[config.mk]
export PLATFORM = sky130hd
export DESIGN_NAME = dmem_arbiter
export DESIGN_NICKNAME = d
export VERILOG_FILES = /design/src/rtl/dmem_pkg.sv /design/src/rtl/sat_counter.sv /design/src/rtl/dmem_arbiter.sv
export SDC_FILE = /design/constraint.sdc
export NUM_CORES = 1
export LEC_CHECK = 0
export BUFFER_PORTS_ARGS = -buffer_cell sky130_fd_sc_hd__buf_2
export CORE_ASPECT_RATIO = 0.75
export CORE_MARGIN = 2
export CORE_UTILIZATION = 30
export CTS_CLUSTER_SIZE = 28
export DETAILED_ROUTE_END_ITERATION = 7
export GPL_TIMING_DRIVEN = 0
export HOLD_SLACK_MARGIN = 0.02
export PLACE_DENSITY_LB_ADDON = 0.08
export SETUP_SLACK_MARGIN = 0.02
export SYNTH_ARGS = -nofsm -noshare
export SYNTH_HDL_FRONTEND = slang
export SYNTH_SLANG_ARGS = --single-unit
[constraint.sdc]
create_clock -name clk -period 1.9 [get_ports clk]
set_input_delay 0.19 -clock clk [delete_from_list [all_inputs] [get_ports clk]]
set_output_delay 0.19 -clock clk [all_outputs]
set_load 0.01 [all_outputs]
[src/rtl/dmem_pkg.sv]
// rtl/dmem_pkg.sv - shared grant encoding and lock defaults for the data-memory arbiter
package dmem_pkg;

  typedef enum logic {
    GNT_CPU = 1'b0,
    GNT_EXT = 1'b1
  } gnt_e;

  localparam int LOCK_MAX_DEF = 4;

endpackage

[src/rtl/sat_counter.sv]
// rtl/sat_counter.sv - saturating up-counter with synchronous clear and saturated flag
module sat_counter #(
  parameter int WIDTH = 3,
  parameter int LIMIT = 4
) (
  input  logic clk,
  input  logic rst_n,
  input  logic inc_i,
  input  logic clr_i,
  output logic sat_o
);

  localparam logic [WIDTH-1:0] LIMIT_W = WIDTH'(LIMIT);

  logic [WIDTH-1:0] cnt_q, cnt_d;

  // Clear has priority so a CPU grant always restarts the burst budget.
  always_comb begin
    cnt_d = cnt_q;
    if (clr_i) begin
      cnt_d = '0;
    end else if (inc_i && !sat_o) begin
      cnt_d = cnt_q + WIDTH'(1);
    end
  end

  assign sat_o = (cnt_q >= LIMIT_W);

  always_ff @(posedge clk or negedge rst_n) begin
    if (!rst_n) begin
      cnt_q <= '0;
    end else begin
      cnt_q <= cnt_d;
    end
  end

endmodule

[src/rtl/dmem_arbiter.sv]
// rtl/dmem_arbiter.sv - single-cycle arbiter sharing data memory between CPU and loader port
module dmem_arbiter
  import dmem_pkg::*;
#(
  parameter int LOCK_MAX = LOCK_MAX_DEF
) (
  input  logic       clk,
  input  logic       rst_n,
  input  logic       cpu_req,
  input  logic       cpu_we,
  input  logic [7:0] cpu_addr,
  input  logic [7:0] cpu_wdata,
  output logic [7:0] cpu_rdata,
  output logic       cpu_stall,
  input  logic       ext_req,
  input  logic       ext_we,
  input  logic       ext_lock,
  input  logic [7:0] ext_addr,
  input  logic [7:0] ext_wdata,
  output logic [7:0] ext_rdata,
  output logic       ext_ack,
  output logic       mem_mw,
  output logic [7:0] mem_addr,
  output logic [7:0] mem_wdata,
  input  logic [7:0] mem_rdata
);

  localparam int CNT_W = $clog2(LOCK_MAX + 1);

  gnt_e last_gnt_q, last_gnt_d;
  logic lock_sat;
  logic lock_active;
  logic ext_wins;
  logic gnt_cpu;
  logic gnt_ext;
  logic lock_inc;
  logic lock_clr;

  assign lock_active = ext_lock & ~lock_sat;

  // EXT takes the cycle when alone, when its burst lock holds, or when the CPU went last.
  assign ext_wins = ext_req & (~cpu_req | lock_active | (last_gnt_q == GNT_CPU));

  // Grants are gated by reset so an access in flight when rst_n falls never commits.
  assign gnt_ext = rst_n & ext_wins;
  assign gnt_cpu = rst_n & cpu_req & ~ext_wins;

  assign lock_inc = gnt_ext & cpu_req & ext_lock;
  assign lock_clr = gnt_cpu | ~ext_lock;

  sat_counter #(
    .WIDTH (CNT_W),
    .LIMIT (LOCK_MAX)
  ) u_lock_cnt (
    .clk   (clk),
    .rst_n (rst_n),
    .inc_i (lock_inc),
    .clr_i (lock_clr),
    .sat_o (lock_sat)
  );

  always_comb begin
    last_gnt_d = last_gnt_q;
    if (gnt_cpu) begin
      last_gnt_d = GNT_CPU;
    end else if (gnt_ext) begin
      last_gnt_d = GNT_EXT;
    end
  end

  // Reset pointer is EXT so the CPU wins the first unlocked conflict.
  always_ff @(posedge clk or negedge rst_n) begin
    if (!rst_n) begin
      last_gnt_q <= GNT_EXT;
    end else begin
      last_gnt_q <= last_gnt_d;
    end
  end

  always_comb begin
    mem_mw    = 1'b0;
    mem_addr  = 8'h00;
    mem_wdata = 8'h00;
    if (gnt_cpu) begin
      mem_mw    = cpu_we;
      mem_addr  = cpu_addr;
      mem_wdata = cpu_wdata;
    end else if (gnt_ext) begin
      mem_mw    = ext_we;
      mem_addr  = ext_addr;
      mem_wdata = ext_wdata;
    end
  end

  assign cpu_rdata = mem_rdata;
  assign ext_rdata = mem_rdata;
  assign cpu_stall = cpu_req & ~gnt_cpu;
  assign ext_ack   = gnt_ext;

endmodule

# [Word level (Yosys, flattened, before mapping)]
# Cells that the tools add are included.
[totals] input_bits=47 elab_cells=35 regBits=4 out_inout_bits=35
[op_classes] mux=10 n_addsub=1 bitwise_logic=17 n_reduce_logical=4 magnitude_cmp=1
[ops] op="8-bit two-way mux" n=4
[ops] op="1-bit bitwise AND" n=8
[ops] op="3-bit two-way mux" n=2
[ops] op="1-bit NOT" n=6
[ops] op="1-bit two-way mux" n=4
[ops] op="2-bit nonzero test" n=2
[ops] op="3-bit by 1-bit adder with 3-bit output (second input constant)" n=1
[ops] op="3-bit greater-or-equal comparator (second input constant)" n=1
[ops] op="1-bit OR" n=3
[ops] op="1-bit logical AND" n=1
[ops] op="1-bit zero test" n=1

# [Longest topological paths before layout]
# Gate-level depths: netlist (run 1).
[logic_depth] ltp_word=12 mapped_depth=5 mapped_depth_nobuf=4

# [By module]
# From an unflattened synthesis (run 1), not the netlist that was laid out.
[hier_totals] cells_unflattened=64 hier_area_um2=608.1
[by_module_without_submodules] mod="dmem_arbiter" n_inst=1 cells_per_inst=48 area_each_um2=430.4 seq_area_each_um2=26.3
[by_module_without_submodules] mod="sat_counter" n_inst=1 cells_per_inst=16 area_each_um2=177.7 seq_area_each_um2=75.1

# [Least setup slack after synthesis (run 1)]
# Ideal clock, no wire load.
[synth_path] kind="reg2out" start="reg last_gnt_q" end="out mem_addr[4]" required_ns=1.710 setup_slack_ns=0.333 path_buffers=2 arrival_ns=1.377 stages_incl_launch_ff=6 path_cell_list="dfstp_2 inv_1 o311a_1 buf_6 buf_8 a32o_1"
[synth_via] elab_chain_cells=6
[synth_lines] item="start: declaration" line_no="dmem_arbiter.sv:30" source="gnt_e last_gnt_q, last_gnt_d;"
[synth_lines] item="start signal: assignment" line_no="dmem_arbiter.sv:76" source="last_gnt_q <= last_gnt_d;"
[synth_lines] item="1-bit NOT" line_no="dmem_arbiter.sv:42" source="assign ext_wins = ext_req & (~cpu_req | lock_active | (last_gnt_q == GNT_CPU));"
[synth_lines] item="1-bit OR" line_no="dmem_arbiter.sv:42"
[synth_lines] item="1-bit bitwise AND" line_no="dmem_arbiter.sv:42"
[synth_lines] item="1-bit bitwise AND" line_no="dmem_arbiter.sv:45" source="assign gnt_ext = rst_n & ext_wins;"
[synth_lines] item="named net ext_ack" line_no="dmem_arbiter.sv:21" source="output logic ext_ack,"
[synth_lines] item="8-bit two-way mux" line_no="dmem_arbiter.sv:88" source="end else if (gnt_ext) begin"
[synth_lines] item="8-bit two-way mux" line_no="dmem_arbiter.sv:84" source="if (gnt_cpu) begin"
[synth_lines] item="end: declaration" line_no="dmem_arbiter.sv:23" source="output logic [7:0] mem_addr,"
# The timed path passes the listed nets, and every way through them passes these cells.

# [Worst setup path after layout (run 1)]
[layout_path] start="reg last_gnt_q" end="out mem_addr[1]"
[layout_via] elab_chain_cells=6
[layout_lines] item="1-bit NOT (*)" line_no="dmem_arbiter.sv:42"
[layout_lines] item="1-bit OR (*)" line_no="dmem_arbiter.sv:42"
[layout_lines] item="1-bit bitwise AND (*)" line_no="dmem_arbiter.sv:42"
[layout_lines] item="1-bit bitwise AND or 1-bit NOT (tied branches)" line_no="dmem_arbiter.sv:45, dmem_arbiter.sv:46"
[layout_lines] item="8-bit two-way mux or 1-bit bitwise AND (tied branches)" line_no="dmem_arbiter.sv:88, dmem_arbiter.sv:46"
[layout_lines] item="8-bit two-way mux (*)" line_no="dmem_arbiter.sv:84"
# Mark *: on every way between the ends. The rest lies on a longest branch, timed or not.

==> metrics.cfg, run 1 <==
[status]
outcome = finished, final reports clean

[sta]
worst_slack_ns = 0.101
min_period_ns = 1.80
finalCritPeriodShare_pct = 94.7
drv_slew = 0
final.setup.tns_ns = 0
fmax_ghz = 0.556
clock_skew_ns = 0.00553
final-hold-violation-count = 0
rsz0062_at_grt = no
setup_viol = 0
worstMarginPinSlew_ns = 0.416
slew-limit-headroom_pct = 72.3

[final_layout]
nets = 195
diodes = 0
area_delta_synth_final_pct = 70.6
drive_gt1_share_pct = 69.0
fin_util_pct = 56.8

[logic_synthesis]
yosys-top-cells-area = a32o_1 28%, buf_4 20%, dfrtp_1 13%
syn_inst = 67
syn_area_um2 = 601
yosys-top-cells-count = 17 x a32o_1, 16 x buf_4, 6 x inv_1
syn_area_per_cell_um2 = 8.96
synth_most_common_cell = a32o_1
async_flop_share_pct = 100
synth_top_cell_area_share_pct = 28.3
syn_nets = 116
yosysUniqueCellTypes = 22
ys_seq_area_share_pct = 16.9
yosys_warnings = 0
yosysTopAreaCell = a32o_1
synth-seq-cells = 4
synth_edf_count = 0
ys.flop_type = dfrtp_1

[grt]
grt_pass1_vias = 756
grt_max_degree = 15
grt-ovfl-total = 0
antenna_found_initial = 0
grt_usage_pct = 15.4
grt_pass1_wl_um = 3030

[critical_path]
r2r-end = u_lock_cnt.cnt_q[0]
cp-startpoint = last_gnt_q
worst-path-max-fanout = 14
r2r_start = u_lock_cnt.cnt_q[2]
cp.required_ns = 1.71
reg2reg_depth = 3
r2r_slack_ns = 0.58
endpoint_kind = output pin
setup.worst_path.class = reg -> out
cp.arrival_ns = 1.61
startpoint_type = flop

[route]
firstDrtPassIters = 4
routed_wl_um = 1920
post_drt_wl_per_cell_um = 11.5
drc_errors = 0
drt_iter0_drc = 13
via_count = 823
detail-route-antenna-nets = 0
drt-vias-per-instance = 4.93

[clocking]
cts_root_buf = clkbuf_4
htreeDepth = 1
clock_latency_ns = 0.24
numClockSinks = 4
clk_pin_slew_ns = 0.04
cts_buffers = 3
clockBufferDepth = 2
postCtsSetupRepairBufs = 0
cts_tree = built

[floorplanning]
die-area_um2 = 2380
core_um2 = 1810
start_util_pct = 33.3
die_h_um = 42.8
ioPinCount = 82
dieWidth_um = 55.7
row_count = 13

[hold_path]
hp-start = ext_lock
hp-class = in -> reg
min_delay_path_depth = 3
hold-path-endpoint = u_lock_cnt.cnt_q[2]

[pwr]
power.density_nw_per_um2 = 409
power.leakage_nw = 0.585
ir_drop_v = 0.000263

[placed_design]
place_ws_ns = 0.205
port-buffer-count = 73
gp_congestion = 0.804
hpwl_um = 1540

[run]
cap_violations = 0

==> metrics by stage <==
step	power, mW	instances	hold slack [ns]	instance area, um2
after floorplan	0.210	67	-0.106	601
after global placement	0.301	162	0.0223	993
after detailed placement	0.302	162	0.0190	993
after CTS	0.422	167	0.250	1020
after global routing	0.449	167	0.280	1020
final	0.419	167	0.257	1020
==> layer usage <==
layer,GRT usage (%),wire length [um]
met1,18.1,769
met2,29.0,925
met3,1.52,208
met4,5.85,17
met5,0,0
==> state kept, by name, summed over array words and instances, names as in the netlist <==
signal / cells
u_lock_cnt.cnt_q: 3
last_gnt_q: 1
==> logic make-up after synthesis <==
family | synth area share, %
AND/OR/NAND/NOR | 6.88
AO/OA/AOI/OAI | 40.2
buffers and inverters | 31.9
adder cells (fa/ha/maj) | 4.17
flip-flops | 16.9
==> layout by cell type (no fill, tap or decap), drive strengths merged <==
master / count
a211oi: 1
a21oi: 1
a221oi: 2
a32o: 17
a41oi: 1
and2: 1
buf: 92
clkbuf: 8
dfrtp: 3
dfstp: 1
dlygate4sd3: 1
ha: 2
inv: 6
nand4: 1
nand4b: 1
nor2b: 1
o21ai: 3
o21bai: 1
o311a: 1
or3: 1
==> final cells by class <==
type	instances	area, um2
fill	173	781
inverter	6	22.5
timing repair buffer	75	380
buffer	22	159
sequential	4	101
tap	22	27.5
clock buffer	4	26.3
multi-input combinational	34	308
==> worst max-delay path by stage <==
| stage | end | cells after the start | slack (ns) |
|---|---|---|---|
| floorplan | mem_addr[4] | 5 | 0.33 |
| global placement | mem_addr[4] | 6 | 0.21 |
| CTS | mem_addr[1] | 5 | 0.08 |
| global route | mem_addr[5] | 5 | 0.05 |
| finish | mem_addr[1] | 5 | 0.10 |
| detailed placement | mem_addr[6] | 6 | 0.21 |
==> report_power, final <==
part | leakage (nW) | switching (mW) | internal, mW
clock network | 0.0150 | 0.0369 | 0.0789
logic | 0.518 | 0.0965 | 0.114
registers | 0.0523 | 0.00167 | 0.0912
total | 0.585 | 0.135 | 0.284
==> critical path, stage by stage (launching register included) <==
cell,delay [ns]
dfstp_2,0.51
inv_2,0.04
o311a_1,0.32
buf_6,0.16
a32o_1,0.20
buf_2,0.14
==> repair_timing <==
action / CTS / global route
endpoints found under the hold margin: 4 / 0
hold buffers: 1 / 0
setup endpoints to repair: 8 / 16
cloned: 1 / 0
pin swaps: 1 / 0
resized for setup: 1 / 3
No activity file was read; power rests on OpenSTA's default activity.
==> run 2: changes to the inputs <==
--- a/config.mk
+++ b/config.mk
@@ -5,12 +5,11 @@
 export SDC_FILE = /design/constraint.sdc
 export NUM_CORES = 1
 export LEC_CHECK = 0
-export BUFFER_PORTS_ARGS = -buffer_cell sky130_fd_sc_hd__buf_2
-export CORE_ASPECT_RATIO = 0.75
-export CORE_MARGIN = 2
-export CORE_UTILIZATION = 30
-export CTS_CLUSTER_SIZE = 28
+export CORE_AREA = 2 2 39 41
+export CTS_CLUSTER_SIZE = 12
 export DETAILED_ROUTE_END_ITERATION = 7
+export DIE_AREA = 0 0 41 43
+export DONT_BUFFER_PORTS = 1
 export GPL_TIMING_DRIVEN = 0
 export HOLD_SLACK_MARGIN = 0.02
 export PLACE_DENSITY_LB_ADDON = 0.08
==> run 2 against run 1 <==
Net effect: maximum frequency decreased by 0.34%; worst setup slack lost 0.0061 ns; routed wire length decreased by 23%; worst hold slack got worse by 0.13 ns; sequential share of layout area up 5.5 points; clock skew rose by 0.0011 ns; combinational power down 36%; largest cell class is now multi-input combinational cells.
==> metrics.cfg, run 2 (synthesis gave the netlist of run 1 again) <==
[final_layout]
largest_register = u_lock_cnt.cnt_q
nFillCells = 141  ; -18%
top_regs = u_lock_cnt.cnt_q x3, last_gnt_q x1
area_delta_synth_final_pct = 10.0
final_cell_mix = 16 x a32o_1, 16 x buf_4, 6 x inv_1
drive_gt1_share_pct = 37.5  ; -31 points
final_area_um2 = 661  ; -36%
multiInputGateArea_um2 = 309  ; +0.41%
diodes = 0  ; unchanged
fin_util_pct = 47.7  ; -9.0 points
seq_area_um2 = 101  ; unchanged
nets = 122  ; -37%
largest_reg_flops = 3  ; unchanged

[critical_path]
worst-path-max-fanout = 10  ; -4
cp.required_ns = 1.71  ; about the same
reg2reg_depth = 3  ; unchanged
startpoint_type = flop
endpoint_kind = output pin
cp.arrival_ns = 1.61  ; about the same
cp-startpoint = last_gnt_q
r2r_slack_ns = 0.52  ; -0.06 ns
crit_end = mem_addr[0]
r2r-end = u_lock_cnt.cnt_q[0]
r2r_start = u_lock_cnt.cnt_q[2]
setup.worst_path.class = reg -> out

[sta]
drv_slew = 0  ; unchanged
clock_skew_ns = 0.00667  ; +0.00114 ns
finalCritPeriodShare_pct = 95.0  ; +0.32 points
setup_viol = 0  ; unchanged
min_period_ns = 1.80  ; +0.00614 ns
final.setup.tns_ns = 0  ; unchanged
final-hold-violation-count = 0  ; unchanged
fmax_ghz = 0.554  ; -0.34%
worstMarginPinSlew_ns = 0.372  ; -0.0439 ns
slew-limit-headroom_pct = 75.2  ; +2.9 points
rsz0062_at_grt = yes

[floorplanning]
core_um2 = 1380  ; -23%
dieWidth_um = 41  ; -26%
die-area_um2 = 1760  ; -26%
row_count = 14  ; +1
ioPinCount = 82  ; unchanged
start_util_pct = 43.4  ; +10 points
die_h_um = 43  ; +0.58%

[pwr]
ir_drop_v = 0.000188  ; -28%
power.density_nw_per_um2 = 523  ; +28%
power.leakage_nw = 0.286  ; -51%

[hold_path]
hp-start = ext_req
hp-class = in -> reg

[clocking]
clock_latency_ns = 0.24  ; about the same
clk_pin_slew_ns = 0.04  ; about the same
numClockSinks = 4  ; unchanged
cts_root_buf = clkbuf_4
postCtsSetupRepairBufs = 0  ; unchanged
clockBufferDepth = 2  ; unchanged
cts_buffers = 3  ; unchanged
htreeDepth = 1  ; unchanged
cts_tree = built

[grt]
grt_usage_pct = 17.6  ; +2.1 points
grt_pass1_vias = 483  ; -36%
antenna_found_initial = 0  ; unchanged
grt_max_degree = 11  ; -4
grt-ovfl-total = 0  ; unchanged
grt_pass1_wl_um = 2060  ; -32%

[route]
post_drt_wl_per_cell_um = 16.9  ; +47%
routed_wl_um = 1490  ; -23%
drt_iter0_drc = 14  ; +1
drt-vias-per-instance = 6.39  ; +30%
drc_errors = 0  ; unchanged
firstDrtPassIters = 4  ; unchanged
detail-route-antenna-nets = 0  ; unchanged
via_count = 562  ; -32%

[placed_design]
gp_congestion = 0.629  ; -22%
post_dp_cell_area_um2 = 621  ; -38%
port-buffer-count = 0  ; -100%
hpwl_um = 1200  ; -22%

[status]
outcome = finished, final reports clean

[run]
cap_violations = 0  ; unchanged

## run 2: changes by cell type in the layout (fill, tap and decap cells not counted), sizes merged
| cell | delta |
|---|---|
| clkbuf | -1 |
| buf | -72 |
## run 2: critical path, cell delays in order, from the launching register on
cell	delay, ns
dfstp_2	0.50
inv_1	0.05
o21ai_0	0.30
buf_2	0.28
a32o_1	0.25
## run 2: cell type report
class                   instances  share of cell area (%)
flip-flops and latches          4                    15.3
well taps                      16                    3.03
repair buffers                  1                    1.52
multi-input cells              34                    46.8
clock buffers                   4                    3.98
plain buffers                  23                    25.9
inverters                       6                    3.41
## run 2: worst min-delay path by stage
| stage | endpoint | slack, ns | cells after the start |
|---|---|---|---|
| 2_1_floorplan | u_lock_cnt.cnt_q[0] | -0.11 | 0 |
| 3_3_place_gp | u_lock_cnt.cnt_q[2] | -0.11 | 0 |
| 3_5_place_dp | u_lock_cnt.cnt_q[1] | -0.11 | 0 |
| 4_1_cts | u_lock_cnt.cnt_q[1] | 0.12 | 2 |
| 5_1_grt | u_lock_cnt.cnt_q[1] | 0.12 | 2 |
| 6_report | u_lock_cnt.cnt_q[1] | 0.12 | 2 |
## run 2: timing repair
action                                  4_1_cts  5_1_grt
hold endpoints to repair                      4        0
gates resized for setup                       0        2
hold buffers                                  1        0
endpoints found under the setup margin        0        8
## run 2: per-stage QoR
step	total power, mW	hold slack (ns)	cells	setup WS [ns]
after floorplan	0.210	-0.106	67	0.333
after global placement	0.223	-0.105	83	0.285
after detailed placement	0.225	-0.105	83	0.286
after CTS	0.351	0.118	88	0.0262
after global routing	0.372	0.118	88	0.0186
final	0.345	0.122	88	0.0951
## run 2: layer usage
metal	GRT usage, %	vias to the layer above	wire (um)
met2	25.3	45	750
met3	5.24	2	192
li1	-	260	-
met5	0	-	0
met1	21.2	255	530
met4	12.0	0	14
## run 2: power by group
group	internal, mW	leakage [nW]	switching [mW]	total, mW
sequential	0.0910	0.0523	0.00115	0.0922
clock	0.0791	0.0150	0.0396	0.119
combinational	0.0607	0.219	0.0737	0.134
total	0.231	0.286	0.114	0.345
==> run 3: changes to the inputs <==
--- a/config.mk
+++ b/config.mk
@@ -6,13 +6,13 @@
 export NUM_CORES = 1
 export LEC_CHECK = 0
 export CORE_AREA = 2 2 39 41
-export CTS_CLUSTER_SIZE = 12
 export DETAILED_ROUTE_END_ITERATION = 7
 export DIE_AREA = 0 0 41 43
 export DONT_BUFFER_PORTS = 1
 export GPL_TIMING_DRIVEN = 0
 export HOLD_SLACK_MARGIN = 0.02
 export PLACE_DENSITY_LB_ADDON = 0.08
+export REMOVE_ABC_BUFFERS = 1
 export SETUP_SLACK_MARGIN = 0.02
 export SYNTH_ARGS = -nofsm -noshare
 export SYNTH_HDL_FRONTEND = slang
==> run 3 against run 2 <==
Net effect: design area shrank 22%; combinational power is 28% lower; clock skew decreased by 0.0021 ns; flip-flop and latch count stayed put; die area unchanged; critical path depth down 1; maximum frequency up 2.3%; worst setup slack gained 0.041 ns; critical endpoint is now mem_addr[5]; largest cell class unchanged; highest routed layer unchanged.
==> metrics.cfg, run 3 (synthesis gave the netlist of run 1 again) <==
[status]
outcome = finished, final reports clean

[sta]
rsz0062_at_grt = no
slew-limit-headroom_pct = 50.2  ; -25 points
final-hold-violation-count = 0  ; unchanged
worst_slack_ns = 0.136  ; +0.0408 ns
worstMarginPinSlew_ns = 0.747  ; +0.375 ns
finalCritPeriodShare_pct = 92.8  ; -2.1 points
clock_skew_ns = 0.00452  ; -0.00215 ns
whs_ns = 0.118  ; -0.00393 ns
drv_slew = 0  ; unchanged
min_period_ns = 1.76  ; -0.0408 ns
setup_viol = 0  ; unchanged
fmax_ghz = 0.567  ; +2.3%

[route]
firstDrtPassIters = 4  ; unchanged
wl_met1_um = 491  ; -7.4%
dr_wl_met3_um = 300  ; +56%
dr_wl_met2_um = 969  ; +29%
drt-vias-per-instance = 7.77  ; +22%
routed_wl_um = 1770  ; +19%
drt_iter0_drc = 13  ; -1
drc_errors = 0  ; unchanged
top_layer_used = met4
post_drt_wl_per_cell_um = 26.8  ; +59%
via_count = 513  ; -8.7%
detail-route-antenna-nets = 0  ; unchanged

[hold_path]
hp-start = ext_req
hp-class = in -> reg
min_delay_path_depth = 2  ; unchanged
hold-path-endpoint = u_lock_cnt.cnt_q[1]

[grt]
grt_max_degree = 24  ; +13
grt_pass1_wl_um = 2640  ; +28%
grt_usage_pct = 22.5  ; +5.0 points
antenna_found_initial = 0  ; unchanged
grt_pass1_vias = 563  ; +17%
grt-ovfl-total = 0  ; unchanged

[floorplanning]
ioPinCount = 82  ; unchanged
core_um2 = 1380  ; unchanged
row_count = 14  ; unchanged
die-area_um2 = 1760  ; unchanged
dieWidth_um = 41  ; unchanged
die_h_um = 43  ; unchanged
start_util_pct = 43.4  ; unchanged

[pwr]
power.leakage_nw = 0.186  ; -35%
ir_drop_v = 0.000209  ; +11%
power.density_nw_per_um2 = 589  ; +13%

[final_layout]
largest_register = u_lock_cnt.cnt_q
layout_commonest_cell = a32o_1
finalNonFillerCells = 66  ; -25%
diodes = 0  ; unchanged
final_area_um2 = 514  ; -22%
top_regs = u_lock_cnt.cnt_q x3, last_gnt_q x1
nets = 100  ; -18%
final_cell_mix = 17 x a32o_1, 6 x inv_1, 3 x clkbuf_4, 3 x dfrtp_1
drive_gt1_share_pct = 16.0  ; -22 points
largest_reg_flops = 3  ; unchanged
area_delta_synth_final_pct = -14.4
fin_util_pct = 37.2  ; -11 points

[run]
cap_violations = 0  ; unchanged

[clocking]
cts_root_buf = clkbuf_4
cts_buffers = 3  ; unchanged
htreeDepth = 1  ; unchanged
clockBufferDepth = 2  ; unchanged
cts_tree = built
numClockSinks = 4  ; unchanged
clk_pin_slew_ns = 0.04  ; about the same
clock_latency_ns = 0.24  ; about the same

[critical_path]
endpoint_kind = output pin
setup.worst_path.class = reg -> out
cp.required_ns = 1.71  ; about the same
cp.arrival_ns = 1.57  ; -0.04 ns
worst-path-max-fanout = 19  ; +9
r2r_slack_ns = 0.54  ; +0.02 ns
r2r-end = u_lock_cnt.cnt_q[0]
r2r_start = u_lock_cnt.cnt_q[2]
startpoint_type = flop
reg2reg_depth = 3  ; unchanged

[placed_design]
place_ws_ns = 0.219  ; -0.0669 ns
dp_cells = 61  ; -27%
hpwl_um = 1390  ; +16%
post_dp_cell_area_um2 = 463  ; -25%
port-buffer-count = 0  ; unchanged
gp_congestion = 0.649  ; +3.2%

[run 3: how the worst max path moves through the flow]
| stage | start | slack [ns] | end |
|---|---|---|---|
| finish | last_gnt_q | 0.14 | mem_addr[5] |
| global route | last_gnt_q | 0.07 | mem_wdata[2] |
| CTS | last_gnt_q | 0.05 | mem_addr[5] |
| detailed placement | last_gnt_q | 0.22 | mem_wdata[2] |
| global placement | last_gnt_q | -0.62 | mem_addr[5] |
| floorplan | last_gnt_q | -0.34 | mem_addr[0] |
[run 3: routing by layer]
metal	up-vias	global-route usage [%]
li1	212	-
met1	238	20.4
met2	61	35.9
met3	2	12.6
met4	0	12.0
met5	-	16.7
[run 3: worst max-delay path, stage by stage, from the launching register on]
cell and delay, ns:
dfstp_2 0.50, inv_1 0.07, o311a_4 0.48, a32o_1 0.28
[run 3: area by class of cell]
class                      count  area (um2)
timing repair buffer           2        21.3
sequential                     4         101
tap                           16        20.0
inverter                       6        22.5
clock buffer                   4        26.3
fill                         145         870
multi-input combinational     34         323
[run 3: through the flow]
step | total power, mW | TNS [ns]
3_5_place_dp | 0.182 | 0
4_1_cts | 0.306 | 0
2_1_floorplan | 0.164 | -6.58
3_3_place_gp | 0.173 | -12.46
6_report | 0.303 | 0
5_1_grt | 0.322 | 0
[run 3: timing repair]
action / 4_1_cts / 5_1_grt
buffers inserted: 0 / 0
resized for setup: 1 / 2
endpoints found under the hold margin: 4 / 0
pin swaps: 0 / 0
hold buffers: 1 / 0
setup endpoints to repair: 17 / 17
[run 3: power breakdown]
part,internal (mW),total (mW),switching (mW)
clock,0.0789,0.115,0.0357
sequential,0.0912,0.0923,0.00116
combinational,0.0346,0.0960,0.0615
total,0.205,0.303,0.0984
